==> src/rtl/tinynpu_layer_seq.sv <==
// tinynpu_layer_seq: host-side sequencer feeding the TinyNPU controller.
// Tile 0 fetches the x vector and a SIZE x SIZE weight tile from a shared
// single-port memory, loads them, and triggers MAC. Each later tile reloads
// only weights, because the NPU recirculates outputs into its x FIFO. After
// the last tile, the output phase is requested and done is pulsed.
//
// Ports:
//   clk, rst (async, active-low)
//   start, cfg_base_x, cfg_base_w, cfg_tiles : job launch/config (captured on start)
//   busy, done                               : job status
//   mem_req/mem_addr/mem_gnt/mem_rvalid/mem_rdata : one-outstanding read port
//   npu_x_load_val, npu_w_load_val, npu_w_load_sel, npu_load_data : load strobes
//   npu_mac_val, npu_out_val                 : NPU phase requests
//   npu_state                                : NPU state trace (0 LD0,1 MAC,2 LD1,3 OUT)
//   perf_cycles                              : busy-cycle counter, only with
//                                              TINYNPU_SEQ_PERF_EN defined
module tinynpu_layer_seq #(
  parameter int unsigned SIZE = 4,
  parameter int unsigned AW   = 8,
  parameter int unsigned DW   = 8
) (
  input  logic                    clk,
  input  logic                    rst,
  input  logic                    start,
  input  logic [AW-1:0]           cfg_base_x,
  input  logic [AW-1:0]           cfg_base_w,
  input  logic [7:0]              cfg_tiles,
  output logic                    busy,
  output logic                    done,
  output logic                    mem_req,
  output logic [AW-1:0]           mem_addr,
  input  logic                    mem_gnt,
  input  logic                    mem_rvalid,
  input  logic [DW-1:0]           mem_rdata,
  output logic                    npu_x_load_val,
  output logic                    npu_w_load_val,
  output logic [$clog2(SIZE)-1:0] npu_w_load_sel,
  output logic [DW-1:0]           npu_load_data,
  output logic                    npu_mac_val,
  output logic                    npu_out_val,
  input  logic [3:0]              npu_state
`ifdef TINYNPU_SEQ_PERF_EN
  ,
  output logic [15:0]             perf_cycles
`endif
);

  localparam int unsigned SW = $clog2(SIZE);
  localparam int unsigned IW = $clog2(SIZE * SIZE);

  typedef enum logic [2:0] {
    S_IDLE, S_LDX, S_LDW, S_MAC, S_WAIT, S_OUTQ, S_FIN
  } state_e;

  state_e          state_q, state_d;
  logic [AW-1:0]   bx_q, bx_d, bw_q, bw_d;
  logic [7:0]      tiles_q, tiles_d, tile_q, tile_d;
  logic [IW-1:0]   idx_q, idx_d;
  logic            req_q, req_d;
  logic            pend_q, pend_d;
  logic [AW-1:0]   addr_q, addr_d;
  logic            xv_q, xv_d, wv_q, wv_d;
  logic [SW-1:0]   sel_q, sel_d;
  logic [DW-1:0]   data_q, data_d;
  logic [AW-1:0]   w_off, fetch_addr;
  logic [IW-1:0]   last_idx;

  assign w_off      = AW'(32'(tile_q) * SIZE * SIZE);
  assign fetch_addr = (state_q == S_LDX) ? bx_q + AW'(idx_q)
                                         : bw_q + w_off + AW'(idx_q);
  assign last_idx   = (state_q == S_LDX) ? IW'(SIZE - 1) : IW'(SIZE * SIZE - 1);

  always_ff @(posedge clk or negedge rst) begin
    if (!rst) begin
      state_q <= S_IDLE;
      bx_q    <= '0;
      bw_q    <= '0;
      tiles_q <= '0;
      tile_q  <= '0;
      idx_q   <= '0;
      req_q   <= 1'b0;
      pend_q  <= 1'b0;
      addr_q  <= '0;
      xv_q    <= 1'b0;
      wv_q    <= 1'b0;
      sel_q   <= '0;
      data_q  <= '0;
    end else begin
      state_q <= state_d;
      bx_q    <= bx_d;
      bw_q    <= bw_d;
      tiles_q <= tiles_d;
      tile_q  <= tile_d;
      idx_q   <= idx_d;
      req_q   <= req_d;
      pend_q  <= pend_d;
      addr_q  <= addr_d;
      xv_q    <= xv_d;
      wv_q    <= wv_d;
      sel_q   <= sel_d;
      data_q  <= data_d;
    end
  end

  always_comb begin
    state_d = state_q;
    bx_d    = bx_q;
    bw_d    = bw_q;
    tiles_d = tiles_q;
    tile_d  = tile_q;
    idx_d   = idx_q;
    req_d   = req_q;
    pend_d  = pend_q;
    addr_d  = addr_q;
    xv_d    = 1'b0;
    wv_d    = 1'b0;
    sel_d   = sel_q;
    data_d  = data_q;
    unique case (state_q)
      S_IDLE: begin
        if (start) begin
          state_d = S_LDX;
          bx_d    = cfg_base_x;
          bw_d    = cfg_base_w;
          tiles_d = (cfg_tiles == 8'd0) ? 8'd1 : cfg_tiles;
          tile_d  = '0;
          idx_d   = '0;
        end
      end
      S_LDX, S_LDW: begin
        // Request -> grant -> rvalid, strictly one read in flight. An rvalid
        // while nothing is pending (including during req) is ignored.
        if (!req_q && !pend_q) begin
          req_d  = 1'b1;
          addr_d = fetch_addr;
        end else if (req_q && mem_gnt) begin
          req_d  = 1'b0;
          pend_d = 1'b1;
        end else if (pend_q && mem_rvalid) begin
          pend_d = 1'b0;
          data_d = mem_rdata;
          if (state_q == S_LDX) begin
            xv_d = 1'b1;
          end else begin
            wv_d  = 1'b1;
            sel_d = SW'(idx_q / IW'(SIZE));
          end
          if (idx_q == last_idx) begin
            idx_d   = '0;
            state_d = (state_q == S_LDX) ? S_LDW : S_MAC;
          end else begin
            idx_d = idx_q + 1'b1;
          end
        end
      end
      S_MAC: begin
        // mac is held off while the final weight strobe is still on the bus.
        if (!wv_q && npu_state == 4'd1) state_d = S_WAIT;
      end
      S_WAIT: begin
        if (npu_state == 4'd2) begin
          if ((9'(tile_q) + 9'd1) < 9'(tiles_q)) begin
            tile_d  = tile_q + 8'd1;
            idx_d   = '0;
            state_d = S_LDW;
          end else begin
            state_d = S_OUTQ;
          end
        end
      end
      S_OUTQ: begin
        if (npu_state == 4'd3) state_d = S_FIN;
      end
      S_FIN: state_d = S_IDLE;
      default: state_d = S_IDLE;
    endcase
  end

  assign busy           = (state_q != S_IDLE) && (state_q != S_FIN);
  assign done           = (state_q == S_FIN);
  assign mem_req        = req_q;
  assign mem_addr       = addr_q;
  assign npu_x_load_val = xv_q;
  assign npu_w_load_val = wv_q;
  assign npu_w_load_sel = sel_q;
  assign npu_load_data  = data_q;
  assign npu_mac_val    = (state_q == S_MAC) && !wv_q;
  assign npu_out_val    = (state_q == S_OUTQ);

`ifdef TINYNPU_SEQ_PERF_EN
  logic [15:0] perf_q;

  always_ff @(posedge clk or negedge rst) begin
    if (!rst) begin
      perf_q <= '0;
    end else if (state_q == S_IDLE && start) begin
      perf_q <= '0;
    end else if (busy && perf_q != '1) begin
      perf_q <= perf_q + 16'd1;
    end
  end

  assign perf_cycles = perf_q;
`endif

endmodule

==> config.mk <==
export PLATFORM = sky130hd
export DESIGN_NAME = tinynpu_layer_seq
export DESIGN_NICKNAME = d
export VERILOG_FILES = /design/src/rtl/tinynpu_layer_seq.sv
export SDC_FILE = /design/constraint.sdc
export NUM_CORES = 1
export LEC_CHECK = 0
export ABC_CLOCK_PERIOD_IN_PS = 2370
export CAP_MARGIN = 10
export CELL_PAD_IN_SITES_DETAIL_PLACEMENT = 0
export CELL_PAD_IN_SITES_GLOBAL_PLACEMENT = 1
export CORE_MARGIN = 2
export CORE_UTILIZATION = 37
export DETAILED_ROUTE_END_ITERATION = 8
export PLACE_DENSITY_LB_ADDON = 0.1
export SLEW_MARGIN = 20
export SYNTH_ARGS = -nofsm -noshare
export SYNTH_HDL_FRONTEND = slang
export SYNTH_SLANG_ARGS = --single-unit
==> constraint.sdc <==
create_clock -name clk -period 2.37 [get_ports clk]
set_input_delay 0.3555 -clock clk [delete_from_list [all_inputs] [get_ports clk]]
set_output_delay 0.3555 -clock clk [all_outputs]
set_load 0.005 [all_outputs]
==> impl_metrics.yaml, run 1 <==
outcome:
  outcome: "finished, violations left"
  violations: "setup timing"
power:
  fin_total_pwr_mw: 5.59
  p_int_mw: 3.46
  pwr-share-clk_pct: 18.5
  switchingPower_mw: 2.12
  powerDensity_nw_per_um2: 1130
  ir_drop_mv: 0.536
  sw_frac_of_total_pct: 38.0
  power.leakage_nw: 2.13
  seq_power_share_pct: 31.9
  comb_power_share_pct: 49.5
routing:
  antenna_left: 0
  avgRoutedWirePerCell_um: 14.6
  via_count: 2924
  wl_mm: 8.55
  vias_per_cell: 4.99
  drt_first_pass_iters: 4
  drt_iter0_drc: 91
  drc: 0
yosys:
  postSynthNetCount: 419
  syn_avg_cell_area_um2: 10.2
  synth_cell_types: 67
  synth_edf_count: 0
  synthCells: 356
  yosysWarnings: 0
  syn_area_um2: 3640
  ys_ff_latch: 61
  async_reset_ff_share_pct: 100
  synth.yosys.seq_area_share_pct: 42.0
  synth_ff_type: "dfrtp_1"
sta:
  hold_violations: 0
  tightest_slew_ns: 0.781
  slew_viol_final: 0
  hold_ws_ns: 0.185
  post-route-period-util_pct: 103
  skew_ns: 0.00906
  setup_viol: 12
  setup_ws_ns: -0.0658
  fmax_mhz: 411
  finalCriticalPeriod_ns: 2.44
  slew_headroom_pct: 47.9
  rsz0062_at_grt: "yes"
setup_path:
  cp-startpoint: "tile_q[0]"
  end_kind: "flip-flop"
  path_cells: "ha_4 -> nand3_4 -> or3_4 -> nand2_2 -> ha_4 -> nand4_1 -> nor2_2 -> a211oi_4 -> buf_4 -> o211ai_4 -> a22o_1"
  worstPathRequired_ns: 2.59
  crit_top_cell: "ha_4"
  cp-start-kind: "flip-flop"
  slowest_stage: "dfrtp_2"
  critical-path-max-stage-delay_ns: 0.44
  worst-setup-path-type: "reg2reg"
  cp.arrival_ns: 2.66
  timing.rr.start: "tile_q[0]"
  critical_path.max_fanout: 8
finish:
  instances_no_fill: 586
  nFillCells: 958
  seqCellArea_um2: 1530
  multi_input_area_um2: 2100
  final_common_cell: "clkdlybuf4s50_1"
  n_antenna_cell: 0
  area_delta_synth_final_pct: 35.6
  drive_gt1_share_pct: 25.4
  layout_common_cells: "clkdlybuf4s50_1, dfrtp_1, nand2_1, buf_4, mux2_2"
  fin_nets: 511
floorplan:
  die_x_um: 103
  dieHeight_um: 103
  num_rows: 36
  die_area_um2: 10600
  ioPinCount: 66
  initial_core_util_pct: 37.7
  coreArea_um2: 9640
grt:
  grt_pass1_vias: 2929
  antenna_found_initial: 0
  grt_max_degree: 62
  grtUsageTotal_pct: 17.3
  grt_overflow_total: 0
  grt_pass1_wl_mm: 14.1
cts:
  clk_pin_slew_ns: 0.07
  clockBufferDepth: 2
  root_buffer: "clkbuf_8"
  cts_buffers: 9
  clock_latency_ns: 0.34
  cts_hold_buf: 0
  cts_tree: "built"
  clkSinkCount: 61
  htreeDepth: 3
placement:
  io_buffers: 65
  place.gp.congestion: 0.793
  placed_cells_incl_taps: 566
  post-dp-hpwl_mm: 6.38
job:
  max_cap_viol_count: 0
min_path:
  hp-class: "in2async"
[cell usage after synthesis, drive strengths merged (2+ instances only)]
cell / n / area, um^2
a21oi: 9 / 45.0
a21o: 6 / 45.0
nand4: 3 / 25.0
a31oi: 5 / 31.3
buf: 9 / 67.6
o2111ai: 3 / 26.3
or3: 4 / 25.0
o31ai: 5 / 37.5
a22oi: 2 / 20.0
o31a: 2 / 17.5
ha: 20 / 250
fa: 2 / 40.0
inv: 19 / 73.8
a32o: 2 / 20.0
nor2: 28 / 126
nand3: 10 / 75.1
dfrtp: 61 / 1530
o2bb2ai: 2 / 23.8
nand2: 45 / 171
o21ai: 31 / 170
o211ai: 4 / 35.0
nor3: 11 / 66.3
xnor2: 8 / 70.1
xor2: 4 / 35.0
a211oi: 4 / 42.5
nand2b: 8 / 60.1
mux2: 24 / 270
a22o: 4 / 35.0
[metal layers]
metal	track usage [%]	share of wire (%)
met1	21.9	46
met2	29.4	50
met3	4.68	3.7
met4	4.25	0.68
met5	0	0
[critical path, delay by kind of cell (launching register included)]
kind            cells  cell delay (ns)
compound gates      3             0.66
fa+ha+maj           2             0.37
buf+inv             1             0.18
flops               1             0.44
simple gates        5             0.67
[layout make-up]
| cell class | instances | share of cell area, % |
|---|---|---|
| clock buffer | 12 | 2.94 |
| clock inverter | 4 | 1.47 |
| inverter | 19 | 1.50 |
| multi-input combinational | 266 | 42.5 |
| sequential | 61 | 31.1 |
| tap | 133 | 3.37 |
| timing repair buffer | 91 | 17.1 |
[worst paths after layout]
kind | endpoint | slack (ns) | cells after the start
worst min-delay path | bx_q[5] | 0.18 | 2
worst max register to register | tile_q[5] | -0.07 | 11
max in group asynchronous | tile_q[0] | 1.63 | 2
min in group clk | mem_addr[1] | 0.46 | 2
worst max-delay path | tile_q[5] | -0.07 | 11
worst min register to register | mem_addr[1] | 0.46 | 2
[what timing repair did]
item	CTS	global route
pin swaps	6	18
endpoints found under the hold margin	0	0
setup endpoints to repair	16	18
buffers inserted	2	2
resized for setup	8	14
[sequential cells by signal, indices dropped and copies added, names as in the netlist]
name            cells
bx_q                8
bw_q                8
npu_x_load_val      1
mem_addr            8
tile_q              8
state_q             3
pend_q              1
npu_w_load_sel      2
idx_q               4
npu_w_load_val      1
mem_req             1
npu_load_data       8
tiles_q             8
[cells by family (layout without fill, tap and decap cells)]
group           Yosys count  count (layout)  share of synthesized area, %
simple gates            119             119                          17.5
buf+inv                  29             126                          3.99
xor+xnor                 12              12                          2.89
mux                      24              24                          7.43
compound gates           89              89                          18.2
flops                    61              61                          42.0
fa+ha+maj                22              22                          7.98
[power groups by stage]
stage	logic [mW]	clock network, mW	registers [mW]
finish	2.77	1.04	1.78
detailed placement	2.70	0	1.80
CTS	2.77	1.08	1.79
floorplan	1.85	0	1.73
global route	3.11	1.11	1.84
global placement	2.67	0	1.80
[metrics by stage]
stage	TNS, ns	instance area, um^2	util [%]	setup slack [ns]
global placement	-1.13	4590	47.6	-0.119
detailed placement	-2.56	4590	47.6	-0.217
global route	-2.70	4930	51.2	-0.212
finish	-0.485	4930	51.2	-0.0658
CTS	-1.51	4860	50.4	-0.145
floorplan	-0.0192	3680	-	-0.0192
No activity file was read; power rests on OpenSTA's default activity.
==> inputs of run 2 (changes only) <==
==> constraint.sdc (replaced) <==
create_clock -name clk -period 2.37 [get_ports clk]
set_input_delay 0.3555 -clock clk [delete_from_list [all_inputs] [get_ports clk]]
set_output_delay 0.3555 -clock clk [all_outputs]
set_load 0.01 [all_outputs]
==> run 2 against run 1 <==
The flow still finishes with violations (setup timing). Total power grew 1.4%. Combinational power grew 3%. Critical path depth grew 1. Critical endpoint is now idx_q[1]. Largest power group unchanged. Highest routed layer unchanged.
==> impl_metrics.yaml, run 2 (same netlist as run 1, synthesis figures left out) <==
grt:
  grtUsageTotal_pct: 17.5
  antenna_found_initial: 0
  grt_pass1_vias: 2987
  grt_max_degree: 62
  grt_overflow_total: 0
  grt_pass1_wl_mm: 14.1
finish:
  area_delta_synth_final_pct: 34.5
  layout_common_cells: "clkdlybuf4s50_1, dfrtp_1, nand2_1, buf_4, mux2_2"
  fin_nets: 512
  drive_gt1_share_pct: 24.2
  n_antenna_cell: 0
  nFillCells: 969
  final_common_cell: "clkdlybuf4s50_1"
sta:
  hold_violations: 0
  finalCriticalPeriod_ns: 2.42
  fin_tns_setup_ns: -0.365
  skew_ns: 0.00655
  setup_viol: 11
  tightest_slew_ns: 0.792
  setup_ws_ns: -0.0539
  fmax_mhz: 413
  rsz0062_at_grt: "yes"
  slew_headroom_pct: 47.2
  slew_viol_final: 0
  post-route-period-util_pct: 102
cts:
  clk_pin_slew_ns: 0.07
  cts_tree: "built"
  cts_hold_buf: 0
  clkSinkCount: 61
  clockBufferDepth: 2
  htreeDepth: 3
  clock_latency_ns: 0.34
  root_buffer: "clkbuf_8"
  cts_buffers: 9
setup_path:
  cp-startpoint: "tile_q[0]"
  critical_path.max_fanout: 4
  cp-start-kind: "flip-flop"
  end_kind: "flip-flop"
  reg2reg_slack_ns: -0.05
  cp-endpoint: "idx_q[1]"
  r2r-end: "idx_q[1]"
  cp.arrival_ns: 2.66
  worstPathRequired_ns: 2.61
  reg2reg_depth: 12
  timing.rr.start: "tile_q[0]"
  worst-setup-path-type: "reg2reg"
placement:
  place.gp.congestion: 0.789
  post-dp-hpwl_mm: 6.46
  io_buffers: 65
  dp_slack_ns: -0.210
floorplan:
  coreArea_um2: 9640
  initial_core_util_pct: 37.7
  num_rows: 36
  die_x_um: 103
  ioPinCount: 66
  dieHeight_um: 103
  die_area_um2: 10600
routing:
  avgRoutedWirePerCell_um: 14.6
  wl_mm: 8.56
  drt_first_pass_iters: 4
  antenna_left: 0
  drt_iter0_drc: 53
  vias_per_cell: 5.02
  via_count: 2945
  drc: 0
outcome:
  outcome: "finished, violations left"
  violations: "setup timing"
power:
  ir_drop_mv: 0.454
  powerDensity_nw_per_um2: 1160
  power.leakage_nw: 2.14
min_path:
  hp-class: "in2async"
job:
  max_cap_viol_count: 0
==> run 2: changes by cell type in the layout (fill, tap and decap cells not counted), sizes merged <==
cell      change
clkinv        +1
buf           +1
clkinvlp      -1
==> run 2: worst min path at each step <==
stage                startpoint  slack (ns)          end
global route                rst        0.26      bx_q[5]
finish                      rst        0.19      bx_q[5]
CTS                         rst        0.22  mem_addr[4]
detailed placement  mem_addr[1]        0.46  mem_addr[1]
global placement    mem_addr[1]        0.45  mem_addr[1]
floorplan                   rst        0.06      bw_q[0]
==> run 2: routing by layer <==
metal  up-vias  GRT usage, %  share of wire (%)
met4         0          6.78                1.5
met3        10          3.25                3.5
met1      1417          22.0                 46
li1       1468             -                  -
met2        50          29.8                 49
met5         -             0                  0
==> run 2: layout make-up <==
cell class | instances | area, um^2 | share of cell area, %
Clock buffer | 12 | 155 | 3.17
Timing Repair Buffer | 92 | 852 | 17.4
Clock inverter | 4 | 70.1 | 1.43
Multi-Input combinational cell | 266 | 2050 | 41.8
Inverter | 19 | 73.8 | 1.51
Sequential cell | 61 | 1530 | 31.3
Tap cell | 133 | 166 | 3.40
==> run 2: timing repair <==
item	CTS	global route
hold endpoints to repair	0	0
endpoints found under the setup margin	15	15
pin swaps	4	2
buffers inserted	2	1
gates resized for setup	12	1
==> run 2: report_power, final <==
| part | switching (mW) | internal, mW | total (mW) |
|---|---|---|---|
| logic | 1.46 | 1.38 | 2.84 |
| clock network | 0.422 | 0.647 | 1.07 |
| registers | 0.293 | 1.46 | 1.76 |
==> run 2: critical path: stages, from the launching register on <==
cell and delay, ns:
dfrtp_2 0.41, nand3_2 0.11, nor2_2 0.11, nand2_1 0.08
or2_4 0.24, nand2_2 0.07, ha_4 0.20, a211oi_2 0.23
nor2_2 0.07, a211oi_4 0.27, a22oi_2 0.14, nand2b_4 0.18
a32o_1 0.21
==> run 2: metrics by stage <==
| step | hold WS (ns) | area, um^2 | utilization (%) | power (mW) | std cells |
|---|---|---|---|---|---|
| final | 0.189 | 4890 | 50.8 | 5.66 | 587 |
| after global routing | 0.260 | 4890 | 50.8 | 6.15 | 587 |
| after global placement | 0.450 | 4600 | 47.8 | 4.56 | 568 |
| after floorplan | 0.0599 | 3680 | - | 3.64 | 356 |
| after detailed placement | 0.457 | 4600 | 47.8 | 4.59 | 568 |
| after CTS | 0.221 | 4890 | 50.7 | 5.73 | 586 |
